===== src/rtl/lsu_mem_stage.sv =====
// lsu_mem_stage: serialising load/store unit that turns one CU memory request into a valid/ready bus access.
module lsu_mem_stage #(
  parameter int TIMEOUT = 256,
  parameter int ADDR_W  = 32
) (
  input  logic              clk,
  input  logic              rst_n,
  input  logic              in_valid,
  output logic              in_ready,
  input  logic              is_load,
  input  logic              is_store,
  input  logic [ADDR_W-1:0] addr,
  input  logic [31:0]       wdata,
  input  logic [7:0]        wmask,
  input  logic [7:0]        rmask,
  output logic              mem_req_valid,
  input  logic              mem_req_ready,
  output logic              mem_req_we,
  output logic [ADDR_W-1:0] mem_req_addr,
  output logic [31:0]       mem_req_wdata,
  output logic [3:0]        mem_req_wstrb,
  input  logic              mem_resp_valid,
  input  logic [31:0]       mem_resp_rdata,
  input  logic              mem_resp_err,
  output logic              out_valid,
  input  logic              out_ready,
  output logic [31:0]       out_rdata,
  output logic              out_err
);
  localparam logic [1:0] IDLE = 2'd0, REQ = 2'd1, WAIT = 2'd2, DONE = 2'd3;
  localparam int CW = TIMEOUT > 1 ? $clog2(TIMEOUT) : 1;
  logic [1:0]    state;
  logic [CW-1:0] cnt;
  logic          ld;
  logic [1:0]    off;
  logic          half, word, fault, no_access, timed_out;
  assign in_ready      = state == IDLE;
  assign mem_req_valid = state == REQ;
  assign out_valid     = state == DONE;
  // Access size comes from wmask for stores and rmask for loads.
  always_comb begin
    half      = is_store ? (wmask == 8'h03 || wmask == 8'h0c) : rmask == 8'h02;
    word      = is_store ? wmask == 8'hff : rmask == 8'hff;
    fault     = (is_load & is_store) |
                ((is_load | is_store) & ((half & addr[0]) | (word & |addr[1:0]) | (is_store & ~|wmask)));
    no_access = fault | ~(is_load | is_store);
    timed_out = TIMEOUT != 0 && cnt == CW'(TIMEOUT - 1);
  end
  always_ff @(posedge clk or negedge rst_n) begin
    if (!rst_n) begin
      state         <= IDLE;
      cnt           <= '0;
      ld            <= 1'b0;
      off           <= 2'b00;
      mem_req_we    <= 1'b0;
      mem_req_addr  <= '0;
      mem_req_wdata <= '0;
      mem_req_wstrb <= '0;
      out_rdata     <= '0;
      out_err       <= 1'b0;
    end else begin
      case (state)
        IDLE: if (in_valid) begin
          ld            <= is_load;
          off           <= addr[1:0];
          out_rdata     <= '0;
          out_err       <= fault;
          mem_req_we    <= is_store;
          mem_req_addr  <= {addr[ADDR_W-1:2], 2'b00};
          mem_req_wdata <= is_store ? wdata << {addr[1:0], 3'b000} : '0;
          mem_req_wstrb <= is_store ? (wmask == 8'hff ? 4'hf : wmask[3:0]) : 4'h0;
          state         <= no_access ? DONE : REQ;
        end
        REQ: if (mem_req_ready) begin
          state <= WAIT;
          cnt   <= '0;
        end
        WAIT: begin
          cnt <= cnt + 1'b1;
          if (mem_resp_valid) begin
            state     <= DONE;
            out_rdata <= ld ? mem_resp_rdata >> {off, 3'b000} : '0;
            out_err   <= mem_resp_err;
          end else if (timed_out) begin
            state   <= DONE;
            out_err <= 1'b1;
          end
        end
        default: if (out_ready) state <= IDLE;
      endcase
    end
  end
endmodule


===== config.mk =====
export PLATFORM = sky130hd
export DESIGN_NAME = lsu_mem_stage
export DESIGN_NICKNAME = d
export VERILOG_FILES = /design/src/rtl/lsu_mem_stage.sv
export SDC_FILE = /design/constraint.sdc
export NUM_CORES = 1
export LEC_CHECK = 0
export ABC_AREA = 1
export CORE_MARGIN = 5
export CORE_UTILIZATION = 40
export CTS_CLUSTER_DIAMETER = 60
export DETAILED_ROUTE_END_ITERATION = 8
export PLACE_DENSITY_LB_ADDON = 0.25
export SETUP_SLACK_MARGIN = 0.1
export SLEW_MARGIN = 20
export SYNTH_ARGS = -nofsm -noshare
export SYNTH_HDL_FRONTEND = slang
export SYNTH_SLANG_ARGS = --single-unit

===== constraint.sdc =====
create_clock -name clk -period 2.3 [get_ports clk]
set_input_delay 0.46 -clock clk [delete_from_list [all_inputs] [get_ports clk]]
set_output_delay 0.46 -clock clk [all_outputs]
set_load 0.05 [all_outputs]

**Word-level counts from Yosys, hierarchy flattened**

Index checks and enable logic that the tools add are counted.

- Bits in registers: 113
- Output and inout bits: 105
- Logic and storage cells: 72

- Add/sub/neg operators: 1
- Eq/ne operators: 13
- Shift operators: 2
- Muxes and demuxes: 22
- Bitwise logic cells: 11
- Reduce and logical (&&, ||, !) cells: 13

Operators with widths:

| kind | count |
|---|---|
| $mux 32 | 4 |
| $pmux 32 s2 | 1 |
| $shl 32x5->32 | 1 |
| $shr 32x5->32 | 1 |
| $eq 8x8->1 const B | 3 |
| $eq 8x2->1 const B | 2 |
| $pmux 8 s2 | 1 |
| $mux 2 | 6 |
| $add 8x1->8 const B | 1 |
| $eq 8x4->1 const B | 1 |
| $mux 4 | 2 |
| $mux 8 | 1 |
| $reduce_or 8->1 | 1 |
| $pmux 2 s3 | 1 |
| $reduce_and 3->1 | 2 |
| $and 1x1->1 | 5 |
| $mux 1 | 5 |
| $or 1x1->1 | 5 |
| $eq 2x2->1 const B | 2 |
| $ne 2x2->1 const B | 2 |
| $reduce_and 2->1 | 2 |
| $reduce_and 4->1 | 1 |
| $reduce_bool 2->1 | 2 |
| $reduce_bool 4->1 | 1 |
| 9 further kinds | 9 |

**Depth between registers and ports, before layout**

- Depth in word-level cells: 12
- Depth in mapped cells: 12
- Depth with buffers taken out: 11

**Worst setup path after synthesis**

No wires, ideal clock.

- Kind: flip-flop to flip-flop
- Start: reg state[0]
- End: reg out_rdata[4]
- Library setup time: 121 ps
- Data arrival time: 1880 ps
- Required time: 2179 ps
- Slack: 299 ps
- Cell stages (with the launch flop): 11
- Clock period less this slack: 2001 ps
- Cell sequence: dfrtp_1 -> inv_1 -> ha_1 -> inv_1 -> or2_1 -> nand2_2 -> nor2_4 -> nand3_4 -> inv_2 -> buf_6 -> a22o_1

- Longest elaborated chain between the ends: 3
- Elaborated cells between the ends (all ways): 7
- Classes of those cells: 3 x eq/ne; 1 x mux; 3 x reduce/logical

Ends and longest elaborated chain:

| element | line | RTL |
|---|---|---|
| start, declared | 32 | `logic [1:0] state;` |
| start signal, assigned | 72 | `state <= no_access ? DONE : REQ;` |
| $logic_not 2->1 (*) | - |  |
| net in_ready | 9 | `output logic in_ready,` |
| $ne 2x2->1 (no line) / $reduce_bool 2->1 (equally long branches) | - |  |
| $reduce_and 3->1 (no line) | - |  |
| end signal, assigned | 82 | `out_rdata <= ld ? mem_resp_rdata >> {off, 3'b000} : '0;` |
| end, declared | 27 | `output logic [31:0] out_rdata,` |

The timed path passes the listed nets; every way through them passes the cells marked *.
A chain may end at the register's enable or synchronous reset.

**Worst setup path in the final report**

- Start: reg mem_req_wstrb[3]
- End: out mem_req_wstrb[3]

RTL lines:

| element | line | RTL |
|---|---|---|
| start, declared | 21 | `output logic [3:0] mem_req_wstrb,` |
| start signal, assigned | 71 | `mem_req_wstrb <= is_store ? (wmask == 8'hff ? 4'hf : wmask[3:0]) : 4'h0;` |

No word-level cell between the ends.

==> flow_metrics.env <==
export IMPL_multi_input_area_um2=2405
export IMPL_worst_endpoint_arrival_ps=1640
export IMPL_path_clk_slew_ps=60
export IMPL_final_setup_tns_ps=0
export IMPL_htreeDepth=4
export IMPL_vdd_drop_max_v=0.0009179
export IMPL_clkLatencyLatePin_ps=410
export IMPL_grt_ovfl_total=0
export IMPL_initial_core_util_pct=40.59
export IMPL_powerDensity_nw_per_um2=1455
export IMPL_fin_skew_ps=12.95
export IMPL_num_vias=5454
export IMPL_r2r_end="out_rdata[21]$_DFFE_PN0P_"
export IMPL_grt_setup_unrepaired="false"
export IMPL_drive_gt1_share_pct=7.886
export IMPL_die_area_um2=16440
export IMPL_dp_hpwl_um=13010
export IMPL_yosysSeqAreaShare_pct=50.58
export IMPL_cap_violations=0
export IMPL_status="finished, final reports clean"
export IMPL_finalSetupViolCount=0
export IMPL_numClockSinks=113
export IMPL_finalCriticalPeriod_ps=2104
export IMPL_port_buffers=223
export IMPL_viasPerCell=4.990
export IMPL_fmax_mhz=475.2
export IMPL_clk_path_buf_depth=2
export IMPL_cp_buffers_inverters=1
export IMPL_finalHoldViolCount=0
export IMPL_drt_first_iter_violations=399
export IMPL_fp_row_count=43
export IMPL_start_kind="flip-flop"
export IMPL_critPathSlowestCell="clkdlybuf4s50_1"
export IMPL_finalPower_w=0.01252
export IMPL_hold_class="primary input to asynchronous set/reset pin"
export IMPL_critPathMaxFanout=2
export IMPL_slew_limit_headroom_pct=60.72
export IMPL_slowest_delay_ps=870
export IMPL_routed_wl_met2_um=8352
export IMPL_wl_met3_um=1799
export IMPL_n_antenna_cell=0
export IMPL_grt_first_pass_wirelength_um=27870
export IMPL_synth_top_cell_area_share_pct=50.58
export IMPL_wl_per_cell_um=16.16
export IMPL_ys_seq_elements=113
export IMPL_nets=1027
export IMPL_crit_chain="clkdlybuf4s50_1"
export IMPL_r2r_cells=9
export IMPL_syn_inst=682
export IMPL_ff2ff_setup_slack_ps=370
export IMPL_areaGrowthSynthToFinish_pct=53.96
export IMPL_timing_rr_start="state[0]$_DFFE_PN0P_"
export IMPL_design_core_area_um2=13770
export IMPL_synthTopCellsByArea="dfrtp_1 (51%), nand2_1 (17%), o21ai_0 (5.6%)"
export IMPL_wirelength_um=17670
export IMPL_wirelength_met1_um=7323
export IMPL_ios=226
export IMPL_synth_top_cell_by_area="dfrtp_1"
export IMPL_first_global_vias=5355
export IMPL_cts_root_buffer="clkbuf_16"
export IMPL_avgSynthCellArea_um2=8.197
export IMPL_synth_distinct_cells=38
export IMPL_worstSetupPathType="flip-flop to output port"
export IMPL_antenna_found_initial=0
export IMPL_p_leak_nw=4.091
export IMPL_dpl_cell_count=1062
export IMPL_post_layout_nonfiller_instances=1093
export IMPL_fp_dieW_um=128.2
export IMPL_drc=0
export IMPL_place_congestion=0.9149
export IMPL_topRoutingLayerUsed="met4"
export IMPL_grt_use_total_pct=21.51
export IMPL_fin_crit_sh_pct=91.49
export IMPL_grt_start_max_net_pins=75
export IMPL_worst_ep_required_time_ps=1840
export IMPL_synth_warnings=0
export IMPL_synth_area_um2=5590
export IMPL_dr_pass1_iters=5
export IMPL_ant_nets=0
export IMPL_fp_dieH_um=128.2
export IMPL_cts_tree="yes"
export IMPL_crit_family="buffers and inverters"
export IMPL_worstMarginPinSlew_ps=587.4
export IMPL_nFillCells=1233
export IMPL_cts_inserted_buffers=17
export IMPL_slew_viol_final=0
export IMPL_worst_setup_path_end_kind="output port"
export IMPL_area_sequential_um2=2828
[sequential cells by signal, indices dropped and copies added (netlist names), 2 cells and up]
| name | cells |
|---|---|
| cnt | 8 |
| off | 2 |
| mem_req_addr | 30 |
| mem_req_wdata | 32 |
| state | 2 |
| mem_req_wstrb | 4 |
| out_rdata | 32 |
[stage by stage]
step / util, % / instance area [um2] / hold slack, ps / setup WS [ps]
detailed placement: 58.08 / 7999 / 463.9 / 278.8
global placement: 58.08 / 7999 / 461.2 / 296.5
global route: 62.49 / 8607 / 80.28 / 139.0
floorplan: - / 5594 / 164.4 / 299.5
finish: 62.49 / 8607 / 53.05 / 195.8
CTS: 62.49 / 8607 / 56.10 / 166.9
[kinds of logic after synthesis]
kind of cell,after synthesis,share of synthesized area (%)
AND/OR/NAND/NOR,319,22.99
AO/OA/AOI/OAI,156,17.84
flip-flops,113,50.58
buffers and inverters,83,6.513
multiplexers,5,0.8953
adder cells (fa/ha/maj),5,1.119
other,1,0.06708
[timing repair]
action / CTS / global route
hold buffers: 0 / 0
setup buffers: 0 / 0
gates resized for setup: 1 / 0
setup endpoints to repair: 1 / 0
[routing by layer]
layer  vias up  GRT usage (%)
met3        16          7.333
li1       2684              -
met2       243          34.81
met5         -              0
met4         0          6.242
met1      2511          27.36
[power breakdown]
part / internal, W / switching (W)
clock: 0.00182 / 0.000905
combinational: 0.00211 / 0.00450
sequential: 0.00272 / 0.000464
[cells in the final DEF, fill, tap and decap left out, types with 2 or more instances in the layout]
master | synthesis | final
nand2_1 | 259 | 258
nand4_1 | 2 | 2
buf_4 | 2 | 18
nor3_1 | 2 | 2
clkinv_2 | 0 | 4
o21ai_0 | 63 | 63
inv_2 | 4 | 4
and3_1 | 2 | 2
clkbuf_16 | 0 | 17
conb_1 | 1 | 2
ha_1 | 5 | 5
nor2_1 | 24 | 24
buf_12 | 0 | 3
nor2_4 | 2 | 2
inv_1 | 37 | 37
dfrtp_1 | 113 | 113
a21oi_1 | 43 | 43
a22oi_1 | 8 | 8
clkbuf_1 | 22 | 2
clkinvlp_4 | 0 | 3
a22o_1 | 21 | 21
mux2i_1 | 5 | 5
o41ai_2 | 8 | 8
nand2_2 | 2 | 3
a31oi_1 | 6 | 6
bufinv_16 | 0 | 4
clkdlybuf4s50_1 | 0 | 217
o21ai_1 | 2 | 2
nand3_1 | 21 | 21
[area by class of cell]
cell class              instances  share of cell area (%)
flip-flops and latches        113                   32.85
multi-input cells             487                   27.94
repair buffers                239                   27.61
clock buffers                  20                   5.190
well taps                     180                   2.617
inverters                      43                   1.904
clock inverters                11                   1.890
[cells in the mapped netlist, drive strengths merged]
master	instances
mux2i	5
o31ai	1
clkbuf	22
ha	5
dfrtp	113
o21bai	1
nand4	2
nand2	261
o21a	1
nor3b	1
conb	1
o22ai	1
clkinv	1
a31oi	6
nor3	3
nand3	22
a22o	21
inv	42
buf	18
a22oi	8
o41ai	8
or2	1
and3	2
a21oi	44
nor2	27
o21ai	65
[worst max-delay path by stage]
stage	start	endpoint	depth (start not counted)	slack [ps]
2_1_floorplan	state[0]$_DFFE_PN0P_	out_rdata[4]$_DFFE_PN0P_	10	300
3_5_place_dp	in_valid	out_rdata[6]$_DFFE_PN0P_	6	280
4_1_cts	mem_req_wstrb[3]$_DFFE_PN0P_	mem_req_wstrb[3]	1	170
5_1_grt	mem_req_wstrb[3]$_DFFE_PN0P_	mem_req_wstrb[3]	1	140
6_report	mem_req_wstrb[3]$_DFFE_PN0P_	mem_req_wstrb[3]	1	200
3_3_place_gp	in_valid	out_rdata[8]$_DFFE_PN0P_	6	300
No activity file was read; power rests on OpenSTA's default activity.
